<file path="src/rtl/pipe_front_regs.sv">
// Pipeline front end: fetch PC register, IF/ID register and ID/EX register,
// with hazard-unit control (stall/flush/redirect) and saturating stall/flush
// performance counters. All outputs except PCPlus4F come straight from flops.
module pipe_front_regs #(
  parameter logic [31:0] RESET_PC  = 32'h0000_0000,
  parameter logic [31:0] NOP_INSTR = 32'h0000_0013
) (
  input  logic        clk,
  input  logic        reset,
  // hazard control
  input  logic        StallF,
  input  logic        StallD,
  input  logic        FlushD,
  input  logic        FlushE,
  input  logic        PCSrcE,
  input  logic [31:0] PCTargetE,
  // fetch
  input  logic [31:0] InstrF,
  output logic [31:0] PCF,
  output logic [31:0] PCPlus4F,
  // IF/ID
  output logic [31:0] InstrD,
  output logic [31:0] PCD,
  output logic [31:0] PCPlus4D,
  output logic        ValidD,
  // ID/EX inputs from decode
  input  logic        RegWriteD,
  input  logic [1:0]  ResultSrcD,
  input  logic        MemWriteD,
  input  logic        JumpD,
  input  logic        BranchD,
  input  logic [2:0]  ALUControlD,
  input  logic        ALUSrcD,
  input  logic [31:0] RD1D,
  input  logic [31:0] RD2D,
  input  logic [31:0] ImmExtD,
  input  logic [4:0]  Rs1D,
  input  logic [4:0]  Rs2D,
  input  logic [4:0]  RdD,
  // ID/EX outputs to execute
  output logic        RegWriteE,
  output logic [1:0]  ResultSrcE,
  output logic        MemWriteE,
  output logic        JumpE,
  output logic        BranchE,
  output logic [2:0]  ALUControlE,
  output logic        ALUSrcE,
  output logic [31:0] RD1E,
  output logic [31:0] RD2E,
  output logic [31:0] ImmExtE,
  output logic [31:0] PCE,
  output logic [31:0] PCPlus4E,
  output logic [4:0]  Rs1E,
  output logic [4:0]  Rs2E,
  output logic [4:0]  RdE,
  output logic        ValidE,
  // performance counters
  output logic [15:0] StallCount,
  output logic [15:0] FlushCount
);

  // Everything the ID/EX register carries, so flush/load act on one word.
  typedef struct packed {
    logic        regWrite;
    logic [1:0]  resultSrc;
    logic        memWrite;
    logic        jump;
    logic        branch;
    logic [2:0]  aluControl;
    logic        aluSrc;
    logic [31:0] rd1;
    logic [31:0] rd2;
    logic [31:0] immExt;
    logic [31:0] pc;
    logic [31:0] pcPlus4;
    logic [4:0]  rs1;
    logic [4:0]  rs2;
    logic [4:0]  rd;
    logic        valid;
  } idExT;

  // Counter step that sticks at all-ones instead of wrapping.
  function automatic logic [15:0] satInc16(input logic [15:0] value, input logic enable);
    logic [15:0] result;
    if (enable && (value != 16'hFFFF)) begin
      result = value + 16'd1;
    end else begin
      result = value;
    end
    return result;
  endfunction

  logic [31:0] pcNext_s;
  logic [31:0] instrDNext_s;
  logic [31:0] pcDNext_s;
  logic [31:0] pcPlus4DNext_s;
  logic        validDNext_s;
  idExT        idExLoad_s;
  idExT        idExNext_s;
  idExT        idEx_r;
  logic [15:0] stallCountNext_s;
  logic [15:0] flushCountNext_s;

  // Sequential adder; wraps modulo 2^32 so 32'hFFFF_FFFC steps to zero.
  assign PCPlus4F = PCF + 32'd4;

  // Next fetch PC: a redirect from Execute always wins so a taken branch is never lost.
  always_comb begin
    pcNext_s = PCF;
    if (PCSrcE) begin
      pcNext_s = PCTargetE;
    end else if (StallF) begin
      pcNext_s = PCF;
    end else begin
      pcNext_s = PCPlus4F;
    end
  end

  // IF/ID next state: flush inserts a bubble even if Decode is also stalled.
  always_comb begin
    instrDNext_s   = InstrD;
    pcDNext_s      = PCD;
    pcPlus4DNext_s = PCPlus4D;
    validDNext_s   = ValidD;
    if (FlushD) begin
      instrDNext_s   = NOP_INSTR;
      pcDNext_s      = 32'h0000_0000;
      pcPlus4DNext_s = 32'h0000_0000;
      validDNext_s   = 1'b0;
    end else if (StallD) begin
      instrDNext_s   = InstrD;
      pcDNext_s      = PCD;
      pcPlus4DNext_s = PCPlus4D;
      validDNext_s   = ValidD;
    end else begin
      instrDNext_s   = InstrF;
      pcDNext_s      = PCF;
      pcPlus4DNext_s = PCPlus4F;
      validDNext_s   = 1'b1;
    end
  end

  // Gather the Decode-side values; PC and PC+4 come from the IF/ID register itself.
  always_comb begin
    idExLoad_s            = '0;
    idExLoad_s.regWrite   = RegWriteD;
    idExLoad_s.resultSrc  = ResultSrcD;
    idExLoad_s.memWrite   = MemWriteD;
    idExLoad_s.jump       = JumpD;
    idExLoad_s.branch     = BranchD;
    idExLoad_s.aluControl = ALUControlD;
    idExLoad_s.aluSrc     = ALUSrcD;
    idExLoad_s.rd1        = RD1D;
    idExLoad_s.rd2        = RD2D;
    idExLoad_s.immExt     = ImmExtD;
    idExLoad_s.pc         = PCD;
    idExLoad_s.pcPlus4    = PCPlus4D;
    idExLoad_s.rs1        = Rs1D;
    idExLoad_s.rs2        = Rs2D;
    idExLoad_s.rd         = RdD;
    idExLoad_s.valid      = ValidD;
  end

  // ID/EX next state: no stall here; a flush zeroes every field so the bubble
  // carries RegWrite=0 and MemWrite=0 and cannot touch architectural state.
  always_comb begin
    idExNext_s = '0;
    if (FlushE) begin
      idExNext_s = '0;
    end else begin
      idExNext_s = idExLoad_s;
    end
  end

  // Counter next values: a stall overridden by a flush of Decode is not a stall.
  always_comb begin
    stallCountNext_s = satInc16(StallCount, StallD && !FlushD);
    flushCountNext_s = satInc16(FlushCount, FlushE);
  end

  // State registers; reset takes effect immediately and discards any pending stall or flush.
  always_ff @(posedge clk or posedge reset) begin
    if (reset) begin
      PCF        <= RESET_PC;
      InstrD     <= NOP_INSTR;
      PCD        <= 32'h0000_0000;
      PCPlus4D   <= 32'h0000_0000;
      ValidD     <= 1'b0;
      idEx_r     <= '0;
      StallCount <= 16'h0000;
      FlushCount <= 16'h0000;
    end else begin
      PCF        <= pcNext_s;
      InstrD     <= instrDNext_s;
      PCD        <= pcDNext_s;
      PCPlus4D   <= pcPlus4DNext_s;
      ValidD     <= validDNext_s;
      idEx_r     <= idExNext_s;
      StallCount <= stallCountNext_s;
      FlushCount <= flushCountNext_s;
    end
  end

  assign RegWriteE   = idEx_r.regWrite;
  assign ResultSrcE  = idEx_r.resultSrc;
  assign MemWriteE   = idEx_r.memWrite;
  assign JumpE       = idEx_r.jump;
  assign BranchE     = idEx_r.branch;
  assign ALUControlE = idEx_r.aluControl;
  assign ALUSrcE     = idEx_r.aluSrc;
  assign RD1E        = idEx_r.rd1;
  assign RD2E        = idEx_r.rd2;
  assign ImmExtE     = idEx_r.immExt;
  assign PCE         = idEx_r.pc;
  assign PCPlus4E    = idEx_r.pcPlus4;
  assign Rs1E        = idEx_r.rs1;
  assign Rs2E        = idEx_r.rs2;
  assign RdE         = idEx_r.rd;
  assign ValidE      = idEx_r.valid;

  pipe_front_regs_chk uChk (
    .clk       (clk),
    .reset     (reset),
    .PCSrcE    (PCSrcE),
    .PCTargetE (PCTargetE),
    .FlushE    (FlushE),
    .PCF       (PCF),
    .PCPlus4F  (PCPlus4F),
    .RegWriteE (RegWriteE),
    .MemWriteE (MemWriteE),
    .ValidE    (ValidE)
  );

endmodule

// Runtime checks on the front-end registers: observed between clock edges,
// cleared by reset so a reset pulse never leaves a stale expectation behind.
module pipe_front_regs_chk (
  input logic        clk,
  input logic        reset,
  input logic        PCSrcE,
  input logic [31:0] PCTargetE,
  input logic        FlushE,
  input logic [31:0] PCF,
  input logic [31:0] PCPlus4F,
  input logic        RegWriteE,
  input logic        MemWriteE,
  input logic        ValidE
);

  logic        redirectSeen_r;
  logic [31:0] redirectTarget_r;
  logic        flushSeen_r;

  // Remember what the last edge asked for so the result can be checked afterwards.
  always_ff @(posedge clk or posedge reset) begin
    if (reset) begin
      redirectSeen_r   <= 1'b0;
      redirectTarget_r <= 32'h0000_0000;
      flushSeen_r      <= 1'b0;
    end else begin
      redirectSeen_r   <= PCSrcE;
      redirectTarget_r <= PCTargetE;
      flushSeen_r      <= FlushE;
    end
  end

  // Mid-cycle checks: redirect taken, flushed bubble inert, PC+4 consistent.
  always @(negedge clk) begin
    if (!reset) begin
      aPcPlus4: assert (PCPlus4F == PCF + 32'd4);
      if (redirectSeen_r) begin
        aRedirect: assert (PCF == redirectTarget_r);
      end
      if (flushSeen_r) begin
        aBubble: assert (!RegWriteE && !MemWriteE && !ValidE);
      end
    end
  end

endmodule

</file>
<file path="config.mk">
export PLATFORM = sky130hd
export DESIGN_NAME = pipe_front_regs
export DESIGN_NICKNAME = d
export VERILOG_FILES = /design/src/rtl/pipe_front_regs.sv
export SDC_FILE = /design/constraint.sdc
export NUM_CORES = 1
export LEC_CHECK = 0
export BUFFER_PORTS_ARGS = -buffer_cell sky130_fd_sc_hd__buf_2
export CORE_ASPECT_RATIO = 0.75
export CORE_UTILIZATION = 30
export CTS_CLUSTER_SIZE = 24
export DETAILED_ROUTE_END_ITERATION = 16
export HOLD_SLACK_MARGIN = 0.03
export MAX_ROUTING_LAYER = met4
export REMOVE_ABC_BUFFERS = 1
export SLEW_MARGIN = 20
export SYNTH_ARGS = -nofsm -noshare
export SYNTH_HDL_FRONTEND = slang
export SYNTH_HIERARCHICAL = 1
export SYNTH_SLANG_ARGS = --single-unit
</file>
<file path="constraint.sdc">
create_clock -name clk -period 9.2 [get_ports clk]
set_input_delay 0.46 -clock clk [delete_from_list [all_inputs] [get_ports clk]]
set_output_delay 0.46 -clock clk [all_outputs]
set_load 0.005 [all_outputs]
</file>
==> flow_metrics.tcl <==
set metrics [dict create \
    status "completed" \
    synth.area.mux_share_pct 4.931 \
    layout.nets 1910 \
    yosys.area_share.adder_pct 0.2739 \
    final_hold_viol_count 0 \
    critPathKind "register to output port" \
    layout_commonest_cell "buf_2" \
    track_usage_pct 18.93 \
    vias 10730 \
    drive_gt1_share_pct 37.61 \
    ys_seq_area_share_pct 62.67 \
    slowest_stage "nor4_2" \
    grt_overflow 0 \
    holdBufCountCts 1 \
    fin_cells 2339 \
    ff2ff_setup_slack_ns 6.33 \
    antenna_found_initial 11 \
    drt-initial-drc-count 470 \
    synth_flop_cell "dfrtp_1" \
    core_sq_um 44850 \
    ys_types 51 \
    postSynthAreaPerCell_sq_um 11.62 \
    syn_area_sq_um 13700 \
    cts_sinks 343 \
    worstPathArrival_ns 3.26 \
    ys_ff_latch 343 \
    clockBufferDepth 3 \
    cts_resized 0 \
    hold_path_class "input port to register" \
    synth_top_family_by_area "simple AND/OR/NAND/NOR gates" \
    placedCellCount 2260 \
    cp-end-kind "output port" \
    vias_per_cell 4.586 \
    numCtsBuffers 38 \
    synth_compound_area_share_pct 5.379 \
    r2r_start "PCF[2]" \
    synth_edf_count 0 \
    rsz0062_at_grt "no" \
    pwr_density_cell_nw_per_um2 204.9 \
    area_growth_pct 34.18 \
    min_from "PCTargetE[22]" \
    synthSimpleGateAreaFrac_pct 20.13 \
    syn-instance-count 1179 \
    drt_wl_total_microns 43340 \
    grt_pass1_wl_microns 66680 \
    post_cts_buffers 0 \
    fin_setup_tns_ns 0 \
    post-route-drc-count 0 \
    first_pass_iters 5 \
    grt_pass1_vias 10760 \
    fill_cells 4361 \
    slowest_delay_ns 0.87 \
    tightest_slew_ns 1.089 \
    port_buffers 570 \
    slew_headroom_pct 26.83 \
    synth-xor-area-share_pct 3.388 \
    cts-root-buf "clkbuf_16" \
    die-height_microns 187.1 \
    ant_nets 0 \
    path_cells "ha_1, nand3_1, nor4_2, and3_1, xor2_1, buf_2" \
    drv_slew 0 \
    dp_hpwl_microns 31320 \
    ios 571 \
    ys_warn_count 6 \
    hold_depth 3 \
    period_needed_ns 3.722 \
    clock_skew_ns 0.01387 \
    routedWlPerCell_microns 18.53 \
    whs_endpoint "PCF[22]" \
    async_reset_ff_share_pct 100.0 \
    cts_tree "done" \
    power.leakage_nw 9.510 \
    rows 67 \
    max-vdd-ir-drop_mv 0.1194 \
    clk_pin_slew_worst_paths_ns 0.06 \
    post-route-period-util_pct 40.45 \
    grt_start_max_net_pins 155 \
    final_cell_mix "buf_2 (567), dfrtp_1 (340), nor2b_1 (181)" \
    path_max_fanout 12 \
    die_w_microns 248.8 \
    setup_viol 0 \
    drv_cap 0 \
    worst-r2r-cell-count 5 \
    required_ns 8.74 \
    gp_congestion 0.8014 \
    clk-insertion-delay-late_ns 0.53 \
    start_util_pct 30.55 \
    r2r_end "PCPlus4D[26]" \
    max_freq_ghz 0.2687 \
    worstSetupStartpointType "register" \
    htree_levels 2 \
    die_area_sq_um 46540 \
]
==> layout make-up <==
class / instances / area, sq um / share of cell area, %
tap: 586 / 733.2 / 3.988
inverter: 20 / 82.58 / 0.4492
antenna: 9 / 22.52 / 0.1225
clock inverter: 10 / 127.6 / 0.6942
clock buffer: 59 / 1184 / 6.438
sequential: 343 / 8587 / 46.71
timing repair buffer: 583 / 2977 / 16.19
multi-input combinational: 729 / 4672 / 25.41
==> how the worst max path moves through the flow <==
stage | start | to | slack (ns) | cells after the start
after global placement | PCF[2] | PCPlus4F[26] | 6.10 | 6
after global routing | PCF[2] | PCPlus4F[26] | 5.16 | 6
after detailed placement | PCF[2] | PCPlus4F[26] | 5.92 | 6
after CTS | PCF[2] | PCPlus4F[26] | 5.34 | 6
final | PCF[2] | PCPlus4F[26] | 5.48 | 6
after floorplan | reset | ALUControlE[0] | -0.76 | 1
==> routing by layer <==
metal,up-vias,global-route usage [%],share of wire [%]
met4,0,5.232,2.3
met5,-,-,0
met1,5236,23.00,43
met3,64,5.831,7.1
met2,349,30.37,48
li1,5077,-,-
==> critical path, delay by kind of cell (launching register included) <==
kind | cells | cell delay (ns)
flops | 1 | 0.55
buf+inv | 1 | 0.14
simple gates | 3 | 1.59
fa+ha+maj | 1 | 0.29
xor+xnor | 1 | 0.17
==> registers in the layout, summed over array words and instances (netlist names), 2 cells and up <==
register     count
ALUControlE      3
FlushCount      16
ImmExtE         32
InstrD          32
PCD             32
PCE             30
PCF             32
PCPlus4D        30
PCPlus4E        32
RD1E            32
RD2E            32
RdE              5
ResultSrcE       2
Rs1E             5
Rs2E             5
StallCount      16
==> logic make-up (layout without fill, tap and decap cells) <==
group / after synthesis / count (layout)
and+or+nand+nor: 499 / 499
AOI/OAI and AO/OA: 107 / 107
buffers and inverters: 107 / 672
xor gates and xnor gates: 53 / 53
other: 0 / 9
muxes: 67 / 67
adders and majority gates: 3 / 3
DFF: 343 / 343
==> Yosys cell counts (all sizes together), types with 7 or more instances <==
library cell	n	share of area [%]
a21oi	16	0.58
a311oi	16	1.0
a31oi	13	0.59
and4	9	0.58
buf	17	0.75
clkbuf	70	1.9
dfrtp	340	62
inv	20	0.55
mux2i	63	4.6
nand2	61	1.7
nand3	26	0.95
nand4	17	0.89
nor2	112	3.1
nor2b	181	8.3
nor3	16	0.58
nor4	11	0.59
o21a	7	0.38
o21ai	19	0.69
o31ai	18	0.99
or3	11	0.50
or4	29	1.6
xnor2	25	1.6
xor2	28	1.8
==> per-stage QoR <==
step	utilization [%]	hold slack [ns]	instance area [sq um]	power, mW	setup slack, ns
floorplan	-	0.4844	13330	1.932	-0.7634
global placement	38.00	0.4782	17040	2.219	6.099
detailed placement	38.00	0.4830	17040	2.230	5.919
CTS	40.94	0.1122	18360	3.837	5.341
global route	40.99	0.1261	18390	3.949	5.164
finish	40.99	0.1396	18390	3.768	5.478
==> report_power, final <==
| group | switching (mW) | internal [mW] |
|---|---|---|
| clock | 0.606 | 0.969 |
| sequential | 0.106 | 1.62 |
| combinational | 0.253 | 0.215 |
| total | 0.964 | 2.80 |
(Power assumes the default switching activity.)
